File: config.mk
export PLATFORM = sky130hd
export DESIGN_NAME = rd_req_arbiter
export DESIGN_NICKNAME = d
export VERILOG_FILES = /design/src/rtl/rd_req_arbiter.sv
export SDC_FILE = /design/constraint.sdc
export NUM_CORES = 1
export LEC_CHECK = 0
export ABC_AREA = 1
export CORE_AREA = 2 2 139 141
export DETAILED_ROUTE_END_ITERATION = 6
export DIE_AREA = 0 0 141 143
export GPL_TIMING_DRIVEN = 0
export HOLD_SLACK_MARGIN = 0.15
export SETUP_SLACK_MARGIN = 0.1
export SLEW_MARGIN = 20
export SYNTH_ARGS = -nofsm -noshare
export SYNTH_HDL_FRONTEND = slang
export SYNTH_SLANG_ARGS = --single-unit
File: constraint.sdc
create_clock -name i_pcie_clk -period 4.95 [get_ports i_pcie_clk]
set_clock_uncertainty 0.05 [all_clocks]
set_input_delay 0.7425 -clock i_pcie_clk [delete_from_list [all_inputs] [get_ports i_pcie_clk]]
set_output_delay 0.7425 -clock i_pcie_clk [all_outputs]
set_load 0.01 [all_outputs]
File: src/rtl/rd_req_arbiter.sv
// Read-request arbiter: shares one PCIe read-request channel between config and user requesters, counts requests in flight and routes completions by tag.
// Optional build macro RD_ARB_CFG_PRIORITY_EN: strict priority to cfg instead of round-robin.
`timescale 1ns/1ps
module rd_req_arbiter #(
  parameter int unsigned MAX_OUTSTANDING = 4
) (
  input  logic        i_pcie_clk,
  input  logic        i_rst,
  input  logic        cfg_rd_req_i,
  input  logic [31:0] cfg_rd_req_addr_i,
  input  logic [11:0] cfg_rd_req_len_i,
  output logic        cfg_rd_req_ack_o,
  input  logic        usr_rd_req_i,
  input  logic [31:0] usr_rd_req_addr_i,
  input  logic [11:0] usr_rd_req_len_i,
  output logic        usr_rd_req_ack_o,
  output logic        rd_req_o,
  output logic [31:0] rd_req_addr_o,
  output logic [11:0] rd_req_len_o,
  output logic [7:0]  rd_req_tag_o,
  input  logic        rd_req_ack_i,
  input  logic        cpl_valid_i,
  input  logic [7:0]  cpl_tag_i,
  input  logic [63:0] cpl_data_i,
  input  logic        cpl_last_i,
  output logic [63:0] cfg_data_o,
  output logic        cfg_data_valid_o,
  output logic [63:0] usr_data_o,
  output logic        usr_data_valid_o,
  output logic [3:0]  outstanding_o,
  output logic        err_o
);

  localparam logic [3:0] OUT_MAX = 4'(MAX_OUTSTANDING);

  typedef enum logic [1:0] {IDLE, ISSUE, GAP} state_t;

  state_t     state;
  logic       owner_usr;
  logic       last_usr;
  logic [6:0] seq;
  logic       grant_usr;
  logic       can_grant;
  logic       accept;
  logic       cpl_done;
  logic       unused_tag_bits;

  // Only the owner bit of a completion tag steers routing.
  assign unused_tag_bits = ^cpl_tag_i[6:0];

  always_comb begin
`ifdef RD_ARB_CFG_PRIORITY_EN
    grant_usr = ~cfg_rd_req_i;
`else
    if (cfg_rd_req_i && usr_rd_req_i) grant_usr = ~last_usr;
    else                              grant_usr = usr_rd_req_i;
`endif
  end

  always_comb begin
    can_grant        = (cfg_rd_req_i || usr_rd_req_i) && (outstanding_o < OUT_MAX);
    accept           = rd_req_ack_i && (state == ISSUE);
    cpl_done         = cpl_valid_i && cpl_last_i;
    cfg_rd_req_ack_o = accept && !owner_usr;
    usr_rd_req_ack_o = accept && owner_usr;
  end

  always_ff @(posedge i_pcie_clk) begin
    if (i_rst) begin
      state            <= IDLE;
      rd_req_o         <= 1'b0;
      rd_req_addr_o    <= '0;
      rd_req_len_o     <= '0;
      rd_req_tag_o     <= '0;
      owner_usr        <= 1'b0;
      last_usr         <= 1'b1;
      seq              <= '0;
      outstanding_o    <= '0;
      err_o            <= 1'b0;
      cfg_data_valid_o <= 1'b0;
      usr_data_valid_o <= 1'b0;
    end else begin
      case (state)
        IDLE: begin
          if (can_grant) begin
            state         <= ISSUE;
            rd_req_o      <= 1'b1;
            owner_usr     <= grant_usr;
            last_usr      <= grant_usr;
            rd_req_addr_o <= grant_usr ? usr_rd_req_addr_i : cfg_rd_req_addr_i;
            rd_req_len_o  <= grant_usr ? usr_rd_req_len_i : cfg_rd_req_len_i;
            rd_req_tag_o  <= {grant_usr, seq};
          end
        end
        ISSUE: begin
          if (rd_req_ack_i) begin
            state    <= GAP;
            rd_req_o <= 1'b0;
            seq      <= seq + 7'd1;
          end
        end
        GAP:     state <= IDLE;
        default: state <= IDLE;
      endcase

      // A last beat with nothing in flight is routed but never underflows the count.
      if (accept && !cpl_done)
        outstanding_o <= outstanding_o + 4'd1;
      else if (!accept && cpl_done && (outstanding_o != 4'd0))
        outstanding_o <= outstanding_o - 4'd1;

      if ((rd_req_ack_i && (state != ISSUE)) || (cpl_done && (outstanding_o == 4'd0)))
        err_o <= 1'b1;

      cfg_data_valid_o <= cpl_valid_i && !cpl_tag_i[7];
      usr_data_valid_o <= cpl_valid_i && cpl_tag_i[7];
    end
  end

  always_ff @(posedge i_pcie_clk) begin
    cfg_data_o <= cpl_data_i;
    usr_data_o <= cpl_data_i;
  end

endmodule

==> results by group, run 1 <==
Pwr
  – Tot Pwr: around 3.8 mW
  – Leakage power: approximately 3.7 nW
  – Power share of the combinational group: 30.4%
  – Flop pwr share: roughly a third
  – Sw power: between 1 and 1.5 mW
  – Clock share of power: 34.7%
  – Sw Ratio: 29.2%
  – Cell Pwr Density: 417 nW/um^2
  – Worst IR Drop VDD: 0.216 mV
  – Internal: 2.71 mW

Worst hold path
  – Worst hold path class: reg2reg

Synth
  – Syn. warnings: 0
  – Largest family of logic cells by synthesized area: compound AO/OA/AOI/OAI gates
  – Synth Area per Inst: 9.09 um^2
  – Asr flop ratio synth: 0%
  – XOR/XNOR Fraction of Synth Area: 0.184%
  – Unique cell type count in the Yosys netlist: 26
  – Compound-Gate Fraction of Synth Area: 17.9%
  – Post-synth top flop: dfxtp_1
  – Post-synth EDFFs: 0
  – Synth Area in Simple Gates: about a tenth
  – Number of synthesized register bits: 134
  – Adder-cell share of the synthesized area: 1.21%
  – Mux cell area share after synthesis: 0%
  – Sequential area share after synthesis: a little under three fifths
  – Synth Cell Area: 4770 um^2
  – Cells after synthesis: about 530
  – Mapped Nets: roughly 700

STA
  – Setup TNS Final: 0 ns
  – Hold WS: 0.412 ns
  – Period minus WS final: 3.18 ns
  – RSZ-0062 raised after global routing: no
  – Setup slack after layout: 1.77 ns
  – Final period util: 64.3%
  – Final Hold Viols: 0
  – Slew Limit Headroom: 56.8%
  – Tightest Pin Transition: around 0.65 ns
  – Slew Viols, Final: 0
  – Final setup viols: 0
  – Fmax: 314 MHz

Cells and area
  – Area delta synth->final: 92.2%
  – Final instance area: 9170 um^2
  – Layout Nets: 1064
  – Final non-filler cell total: ~1100
  – Fillers: 1797
  – Share of layout cells above drive strength 1: a little over an eighth
  – Fin util: 49.4%

Detailed routing
  – WL final: 18700 um
  – Detailed Route Iter0 Violations: approximately 150
  – Routed length per instance: 16.4 um
  – DRC viols: 0
  – Vias: around 4800
  – Vias per cell: 4.23
  – Drt pass-1 iters: 4
  – DRT antenna net count: 0

Job
  – Max Cap Viol: 0

Global routing
  – Overflow after GRT: 0
  – Met3 usage: 5.90%
  – First-pass GRT wire length: roughly 27000 um
  – Initial antenna violation count: 2
  – Grt met1 use: 20.7%
  – Vias in the first global route: about 4700
  – Routing usage on met2: 32.1%
  – Largest net degree at the start of global routing: 17
  – Most used routing layer: met2
  – Total GRT Usage: around 18%

CTS
  – Clk_lat worst skew: about 0.4 ns
  – CTS H-Tree Depth: 4
  – # Post-CTS Setup Buffers: 0
  – Clock Tree Buf Depth: 2
  – Cts hold-fix bufs: 0
  – CTS buffer count: 17
  – CTS tree: done
  – Clock transition at the registers of the reported paths: 0.06 ns
  – Root Driver: clkbuf_16
  – CTS resizes: 0
  – Clock sink total: 134

Setup path
  – Worst path required time: between 4 and 5 ns
  – Crit-path max FO: 10
  – Crit. End Element: output pin
  – CP startpoint kind: input pin
  – Worst EP arrival: 2.39 ns
  – WS Path Type: in2out

Floorplanning
  – Die ar.: between 20000 and 25000 um^2
  – Starting density of the core: 25.7%
  – Die width: approximately 140 um
  – # rows: 50
  – Chip height: 143 um
  – Core Box Area: 18600 um^2
  – I/O pins: roughly 360

Placed design
  – Port bufs: 349
  – Post-DP Area: 8560 um^2
  – Half-perimeter wire length after placement: 14600 um
  – DP Worst Slack: roughly 1.8 ns
  – Final Wtd Congestion: 0.776
  – Post-Place Cells: 1108

Status
  – Status: complete, no violations
cells in the mapped netlist (2+ instances only):
cell      number  area share [%]
nor2_1        26             2.0
nor2_4         2            0.47
inv_2          2            0.16
a21oi_1       93             9.8
o21a_1         3            0.47
inv_1         12            0.94
nor3_1         4            0.42
dfxtp_1      134              56
buf_6          4            0.94
o21ai_1       11             1.2
clkbuf_1      18             1.4
buf_2          3            0.31
o21ai_0       43             4.5
buf_4         66              10
a21oi_2       10             1.8
nand2_1       74             5.8
nand3_1        9            0.94
ha_1           3            0.79
sequential cells by signal, summed over array words and instances (netlist names), 2 cells and up:
signal and count:
usr_data_o 64, rd_req_addr_o 32, rd_req_len_o 12, rd_req_tag_o 8, seq 7, outstanding_o 4, state 2
power groups by stage:
stage	clock, mW	combinational [mW]	sequential (mW)
global placement	0	1.16	1.36
CTS	1.36	1.18	1.34
global route	1.41	1.27	1.36
detailed placement	0	1.17	1.36
finish	1.33	1.16	1.34
floorplan	0	0.441	1.43
worst paths after layout:
check	start	end	slack, ns	depth (start not counted)
hold reg to reg	last_usr$_SDFFE_PP1P_	last_usr$_SDFFE_PP1P_	0.41	2
setup / recovery	rd_req_ack_i	cfg_rd_req_ack_o	1.77	5
setup reg to reg	state[0]$_SDFFE_PP0P_	outstanding_o[3]$_SDFFE_PP0P_	2.91	11
hold / removal	last_usr$_SDFFE_PP1P_	last_usr$_SDFFE_PP1P_	0.41	2
placed cells by master, fill, tap and decap left out, types with 2 or more instances in the layout:
cell | Yosys | final
clkinv_4 | 0 | 4
buf_4 | 66 | 66
nor2_1 | 26 | 26
o21ai_1 | 11 | 11
clkbuf_1 | 18 | 20
nand3_1 | 9 | 9
bufinv_16 | 0 | 4
clkinv_2 | 0 | 3
buf_6 | 4 | 4
o21ai_0 | 43 | 43
inv_2 | 2 | 2
clkdlybuf4s50_1 | 0 | 349
buf_2 | 3 | 3
a21oi_1 | 93 | 93
nand2_1 | 74 | 74
nor3_1 | 4 | 4
dfxtp_1 | 134 | 134
inv_1 | 12 | 12
a21oi_2 | 10 | 10
o21a_1 | 3 | 3
nor2_4 | 2 | 2
clkbuf_16 | 0 | 17
ha_1 | 3 | 3
critical path, stage by stage:
cell and delay (ns):
clkdlybuf4s50_1 0.55, nand3_1 0.19, buf_2 0.23, nor2_1 0.10, clkdlybuf4s50_1 0.56
cell type report:
cell class                      count  area (um^2)  share of cell area, %
Tap cell                          234          293                   3.19
Multi-Input combinational cell    285         1410                   15.4
Buffer                             92          627                   6.83
Clock buffer                       19          433                   4.72
Sequential cell                   134         2680                   29.2
Timing Repair Buffer              349         3490                   38.1
Clock inverter                     12          179                   1.95
Inverter                           14         52.6                  0.573
Antenna cell                        1         2.50                 0.0273
routing by layer:
metal | vias to the layer above | part of all wire (%) | wire (um)
li1 | 2420 | - | -
met1 | 2206 | 40 | 7550
met2 | 182 | 51 | 9540
met3 | 19 | 6.9 | 1300
met4 | 0 | 1.6 | 300
met5 | - | 0 | 0
kinds of logic (layout without fill, tap and decap cells):
family | count (synthesis) | after routing
AOI/OAI and AO/OA | 161 | 161
xor gates and xnor gates | 1 | 1
DFF | 134 | 134
buffers and inverters | 106 | 486
adders and majority gates | 4 | 4
other | 0 | 1
and+or+nand+nor | 119 | 119
Note: power is estimated with default switching activity, not from simulation.
==> inputs of run 2 (changes only) <==
--- a/config.mk
+++ b/config.mk
@@ -11,6 +11,7 @@
 export DIE_AREA = 0 0 141 143
 export GPL_TIMING_DRIVEN = 0
 export HOLD_SLACK_MARGIN = 0.15
+export PLACE_DENSITY = 0.66
 export SETUP_SLACK_MARGIN = 0.1
 export SLEW_MARGIN = 20
 export SYNTH_ARGS = -nofsm -noshare
==> constraint.sdc (replaced) <==
create_clock -name i_pcie_clk -period 2.83 [get_ports i_pcie_clk]
set_clock_uncertainty 0.05 [all_clocks]
set_input_delay 0.4245 -clock i_pcie_clk [delete_from_list [all_inputs] [get_ports i_pcie_clk]]
set_output_delay 0.4245 -clock i_pcie_clk [all_outputs]
set_load 0.01 [all_outputs]
==> results by group, run 2 (same netlist as run 1, synthesis figures left out) <==
Status
  – Status: complete, no violations

STA
  – Final period util: 89.8%
  – Final setup viols: 0
  – Slew Viols, Final: 0
  – Hold WS: 0.400 ns
  – Tightest Pin Transition: 0.648 ns
  – RSZ-0062 raised after global routing: no
  – Fmax: a little under 400 MHz
  – Final Hold Viols: 0
  – Setup TNS Final: 0 ns
  – Period minus WS final: 2.54 ns
  – Slew Limit Headroom: 56.8%

Detailed routing
  – Vias per cell: around 4.2
  – DRT antenna net count: 0
  – Routed length per instance: 16.0 um
  – Vias: 4809
  – DRC viols: 0
  – Drt pass-1 iters: 6
  – Detailed Route Iter0 Violations: ~160
  – WL final: around 18000 um

CTS
  – Root Driver: clkbuf_16
  – CTS buffer count: 17
  – Cts hold-fix bufs: 0
  – # Post-CTS Setup Buffers: 0
  – Clock transition at the registers of the reported paths: 0.07 ns
  – Clk_lat worst skew: between 0.4 and 0.5 ns
  – Clock sink total: 134
  – CTS tree: done
  – Clock Tree Buf Depth: 2
  – CTS H-Tree Depth: 4
  – CTS resizes: 0

Global routing
  – Initial antenna violation count: 1
  – Largest net degree at the start of global routing: 17
  – First-pass GRT wire length: 26800 um
  – Vias in the first global route: 4556
  – Overflow after GRT: 0
  – Total GRT Usage: 17.7%

Placed design
  – Half-perimeter wire length after placement: 14300 um
  – Port bufs: 349
  – Final Wtd Congestion: about 0.8

Worst hold path
  – Hold EP: usr_data_o[34]$_DFF_P_
  – Hold Path Stages: 1
  – Hold Startpoint: cpl_data_i[34]
  – Worst hold path class: in2reg

Floorplanning
  – Die width: 141 um
  – I/O pins: 357
  – Core Box Area: around 19000 um^2
  – # rows: 50
  – Starting density of the core: 25.7%
  – Chip height: 143 um
  – Die ar.: between 20000 and 25000 um^2

Cells and area
  – Fillers: 1754
  – Share of layout cells above drive strength 1: 13.5%
  – Biggest regs: usr_data_o (64), rd_req_addr_o (32), rd_req_len_o (12)
  – Layout Nets: 1064
  – Area delta synth->final: 93.7%
  – Biggest register: usr_data_o
  – Commonest cells after routing, fill and taps aside: clkdlybuf4s50_1 (349), dfxtp_1 (134), a21oi_1 (93), nand2_1 (74), buf_4 (66)
  – Max reg flops: 64
  – Commonest non-fill, non-tap cell in the layout: clkdlybuf4s50_1

Pwr
  – Cell Pwr Density: 750 nW/um^2
  – Leakage power: 3.70 nW
  – Tot Pwr: 6.93 mW
  – Worst IR Drop VDD: around 0.38 mV

Setup path
  – Reg2Reg Depth: 11
  – WS Path Type: in2out
  – R2r setup slk: 0.76 ns
  – Reg-to-reg critical path startpoint: state[0]$_SDFFE_PP0P_
  – Crit. End Element: output pin
  – Crit-path max FO: 10
  – Worst EP arrival: 2.07 ns
  – CP startpoint kind: input pin
  – Worst reg2reg path endpoint: outstanding_o[3]$_SDFFE_PP0P_
  – Worst path required time: approximately 2.4 ns

Job
  – Max Cap Viol: 0
[run 2: worst max-delay path: stages]
cell and delay (ns):
clkdlybuf4s50_1 0.54, nand3_1 0.20, buf_2 0.24, nor2_1 0.11, clkdlybuf4s50_1 0.55
[run 2: per-stage QoR]
stage / cells / cell area [um^2] / setup slack (ns) / utilization [%]
2_1_floorplan: 525 / 4770 / 1.00 / -
3_3_place_gp: 1108 / 8560 / 0.282 / 46.1
3_5_place_dp: 1108 / 8560 / 0.273 / 46.1
4_1_cts: 1140 / 9240 / 0.269 / 49.7
5_1_grt: 1141 / 9250 / 0.163 / 49.8
6_report: 1141 / 9250 / 0.290 / 49.8
[run 2: cell type report]
cell class              instances  area, um^2  share of cell area, %
multi-input cells             285        1410                   15.3
diodes                          1        2.50                 0.0271
plain buffers                  92         627                   6.78
well taps                     234         293                   3.17
repair buffers                349        3490                   37.8
inverters                      14        52.6                  0.568
clock buffers                  18         439                   4.75
flip-flops and latches        134        2680                   29.0
clock inverters                14         245                   2.65
[run 2: worst max path at each step]
stage                                from  cells after the start                             to
finish                       rd_req_ack_i                      5               usr_rd_req_ack_o
global route                 rd_req_ack_i                      5               usr_rd_req_ack_o
CTS                          rd_req_ack_i                      5               usr_rd_req_ack_o
detailed placement           rd_req_ack_i                      5               usr_rd_req_ack_o
global placement             rd_req_ack_i                      5               usr_rd_req_ack_o
floorplan           state[0]$_SDFFE_PP0P_                     11  outstanding_o[3]$_SDFFE_PP0P_
[run 2: layer usage]
layer | global-route usage [%] | vias to the layer above | part of all wire (%)
li1 | - | 2421 | -
met1 | 21.1 | 2177 | 41
met2 | 31.1 | 194 | 51
met3 | 5.16 | 17 | 6.1
met4 | 5.05 | 0 | 1.5
met5 | 0 | - | 0
[run 2: report_power, final]
group	switching, mW	internal [mW]	leakage [nW]
combinational	0.949	1.08	2.25
clock	0.870	1.69	0.331
sequential	0.163	2.18	1.12
==> inputs of run 3 (changes only) <==
--- a/config.mk
+++ b/config.mk
@@ -5,13 +5,11 @@
 export SDC_FILE = /design/constraint.sdc
 export NUM_CORES = 1
 export LEC_CHECK = 0
-export ABC_AREA = 1
-export CORE_AREA = 2 2 139 141
+export CORE_AREA = 2 2 140 142
 export DETAILED_ROUTE_END_ITERATION = 6
-export DIE_AREA = 0 0 141 143
+export DIE_AREA = 0 0 142 144
 export GPL_TIMING_DRIVEN = 0
 export HOLD_SLACK_MARGIN = 0.15
-export PLACE_DENSITY = 0.66
 export SETUP_SLACK_MARGIN = 0.1
 export SLEW_MARGIN = 20
 export SYNTH_ARGS = -nofsm -noshare
==> constraint.sdc (replaced) <==
create_clock -name i_pcie_clk -period 3.2 [get_ports i_pcie_clk]
set_clock_uncertainty 0.05 [all_clocks]
set_input_delay 0.48 -clock i_pcie_clk [delete_from_list [all_inputs] [get_ports i_pcie_clk]]
set_output_delay 0.48 -clock i_pcie_clk [all_outputs]
set_load 0.01 [all_outputs]
==> results by group, run 3 <==
Status
  – Status: complete, no violations

CTS
  – CTS tree: done
  – Cts hold-fix bufs: 0
  – # Post-CTS Setup Buffers: 0
  – Clock Tree Buf Depth: 2
  – Clock transition at the registers of the reported paths: 0.05 ns
  – CTS H-Tree Depth: 4
  – CTS buffer count: 17
  – CTS resizes: 0
  – Clk_lat worst skew: around 0.4 ns
  – Root Driver: clkbuf_16
  – Clock sink total: 134

Synth
  – Count leader, synth: dfxtp_1
  – Synth cell count leaders: dfxtp_1 (134), buf_4 (74), nor2_1 (56)
  – Mapped Nets: between 600 and 700
  – Top cells by area, synth: dfxtp_1 (56%), buf_4 (12%), mux2i_1 (9.5%)
  – Asr flop ratio synth: 0%
  – Synth Area per Inst: about 11 um^2
  – Area leader, netlist: dfxtp_1
  – Top cell type's share of synthesized area: 55.6%
  – Post-synth EDFFs: 0
  – Synth Cell Area: just under 5000 um^2
  – Cells after synthesis: 452
  – Number of synthesized register bits: 134
  – Syn. warnings: 0
  – Post-synth top flop: dfxtp_1
  – Unique cell type count in the Yosys netlist: 31
  – Sequential area share after synthesis: 55.6%

Placed design
  – DP Worst Slack: roughly 0.34 ns
  – Final Wtd Congestion: slightly below 0.8
  – Half-perimeter wire length after placement: 13700 um
  – Post-DP Area: between 8000 and 9000 um^2
  – Port bufs: 348

Global routing
  – Overflow after GRT: 0
  – Total GRT Usage: ~16%
  – Largest net degree at the start of global routing: 17
  – Initial antenna violation count: 0
  – Vias in the first global route: 4180
  – First-pass GRT wire length: 24800 um

Detailed routing
  – Met3 wire length: 1440 um
  – Drt pass-1 iters: 4
  – DRT antenna net count: 0
  – Detailed Route Iter0 Violations: 95
  – M1 WL: roughly 7000 um
  – Vias per cell: between 4 and 5
  – DRC viols: 0
  – Top routing layer in use: met4
  – WL met2: 8590 um
  – Routed length per instance: 16.2 um
  – WL final: 17400 um
  – Vias: 4397

Pwr
  – Leakage power: 3.66 nW
  – Tot Pwr: 5.76 mW
  – Cell Pwr Density: 625 nW/um^2
  – Worst IR Drop VDD: 0.285 mV

Cells and area
  – Max reg flops: 64
  – Biggest regs: usr_data_o (64), rd_req_addr_o (32), rd_req_len_o (12)
  – # diodes: 0
  – Biggest register: usr_data_o
  – Fillers: 1872
  – Layout Nets: 990
  – Commonest non-fill, non-tap cell in the layout: clkdlybuf4s50_1
  – Multi-input gate area: 1510 um^2
  – Final instance area: 9230 um^2
  – Share of layout cells above drive strength 1: 13.5%
  – FF/Latch Area: roughly 2700 um^2
  – Commonest cells after routing, fill and taps aside: clkdlybuf4s50_1 (348), dfxtp_1 (134), buf_4 (74), nor2_1 (56), mux2i_1 (46)
  – Area delta synth->final: 91.4%

STA
  – Tightest Pin Transition: about 0.84 ns
  – RSZ-0062 raised after global routing: no
  – Period minus WS final: between 2 and 3 ns
  – Slew Viols, Final: 0
  – Final setup viols: 0
  – Final period util: 84.2%
  – Setup slack after layout: ~0.5 ns
  – Setup TNS Final: 0 ns
  – Hold WS: 0.401 ns
  – Final Hold Viols: 0
  – Slew Limit Headroom: 43.7%
  – Fmax: 371 MHz

Floorplanning
  – Starting density of the core: 25.3%
  – Die ar.: roughly 20000 um^2
  – Chip height: around 140 um
  – Die width: approximately 140 um
  – # rows: 51
  – I/O pins: 357
  – Core Box Area: around 19000 um^2

Setup path
  – Crit-path max FO: 6
  – Crit. End Element: output pin
  – Worst path required time: about 2.7 ns
  – R2r setup slk: 0.91 ns
  – WS Path Type: in2out
  – Worst EP arrival: between 2 and 2.5 ns
  – Reg-to-reg critical path startpoint: state[0]$_SDFFE_PP0P_
  – Worst reg2reg path endpoint: outstanding_o[3]$_SDFFE_PP0P_
  – CP startpoint kind: input pin
  – Reg2Reg Depth: 8

Job
  – Max Cap Viol: 0

Worst hold path
  – Hold Path Stages: 2
  – Worst hold path class: reg2reg
  – Hold Startpoint: rd_req_tag_o[1]$_SDFFE_PP0P_
  – Hold EP: rd_req_tag_o[1]$_SDFFE_PP0P_
-- run 3: critical path, stage by stage --
cell and delay [ns]:
clkdlybuf4s50_1 0.53, and3b_1 0.17, clkbuf_1 0.28, and2_1 0.18
clkdlybuf4s50_1 0.53
-- run 3: logic make-up after synthesis --
group | Yosys count | share of synthesized area [%]
DFF | 134 | 55.6
adders and majority gates | 4 | 1.19
AOI/OAI and AO/OA | 67 | 9.50
muxes | 46 | 9.55
and+or+nand+nor | 103 | 9.39
buffers and inverters | 89 | 13.1
xor gates and xnor gates | 9 | 1.63
-- run 3: worst max path at each step --
stage / cells after the start / from / end / slack (ns)
finish: 5 / rd_req_ack_i / usr_rd_req_ack_o / 0.50
detailed placement: 9 / rd_req_ack_i / outstanding_o[3]$_SDFFE_PP0P_ / 0.34
floorplan: 8 / rd_req_ack_i / outstanding_o[3]$_SDFFE_PP0P_ / 1.10
global route: 5 / rd_req_ack_i / usr_rd_req_ack_o / 0.40
CTS: 5 / rd_req_ack_i / usr_rd_req_ack_o / 0.50
global placement: 9 / rd_req_ack_i / outstanding_o[3]$_SDFFE_PP0P_ / 0.33
-- run 3: area by class of cell --
cell class / count / share of cell area, %
clock inverters: 8 / 1.59
multi-input cells: 229 / 16.3
repair buffers: 348 / 37.7
clock buffers: 23 / 5.18
plain buffers: 89 / 6.85
well taps: 238 / 3.23
flip-flops and latches: 134 / 29.1
-- run 3: where the power goes --
group | switching (mW) | internal (mW) | total [mW]
sequential | 0.142 | 1.90 | 2.04
clock | 0.722 | 1.36 | 2.08
combinational | 0.715 | 0.923 | 1.64
total | 1.58 | 4.19 | 5.76
-- run 3: through the flow --
stage / util (%) / cells
final: 48.4 / 1069
after global placement: 45.1 / 1038
after CTS: 48.4 / 1069
after detailed placement: 45.1 / 1038
after floorplan: - / 452
after global routing: 48.4 / 1069
-- run 3: routing by layer --
layer / vias up / GRT usage [%]
li1: 2212 / -
met1: 1967 / 19.2
met2: 200 / 27.4
met3: 18 / 5.26
met4: 0 / 6.58
met5: - / 0
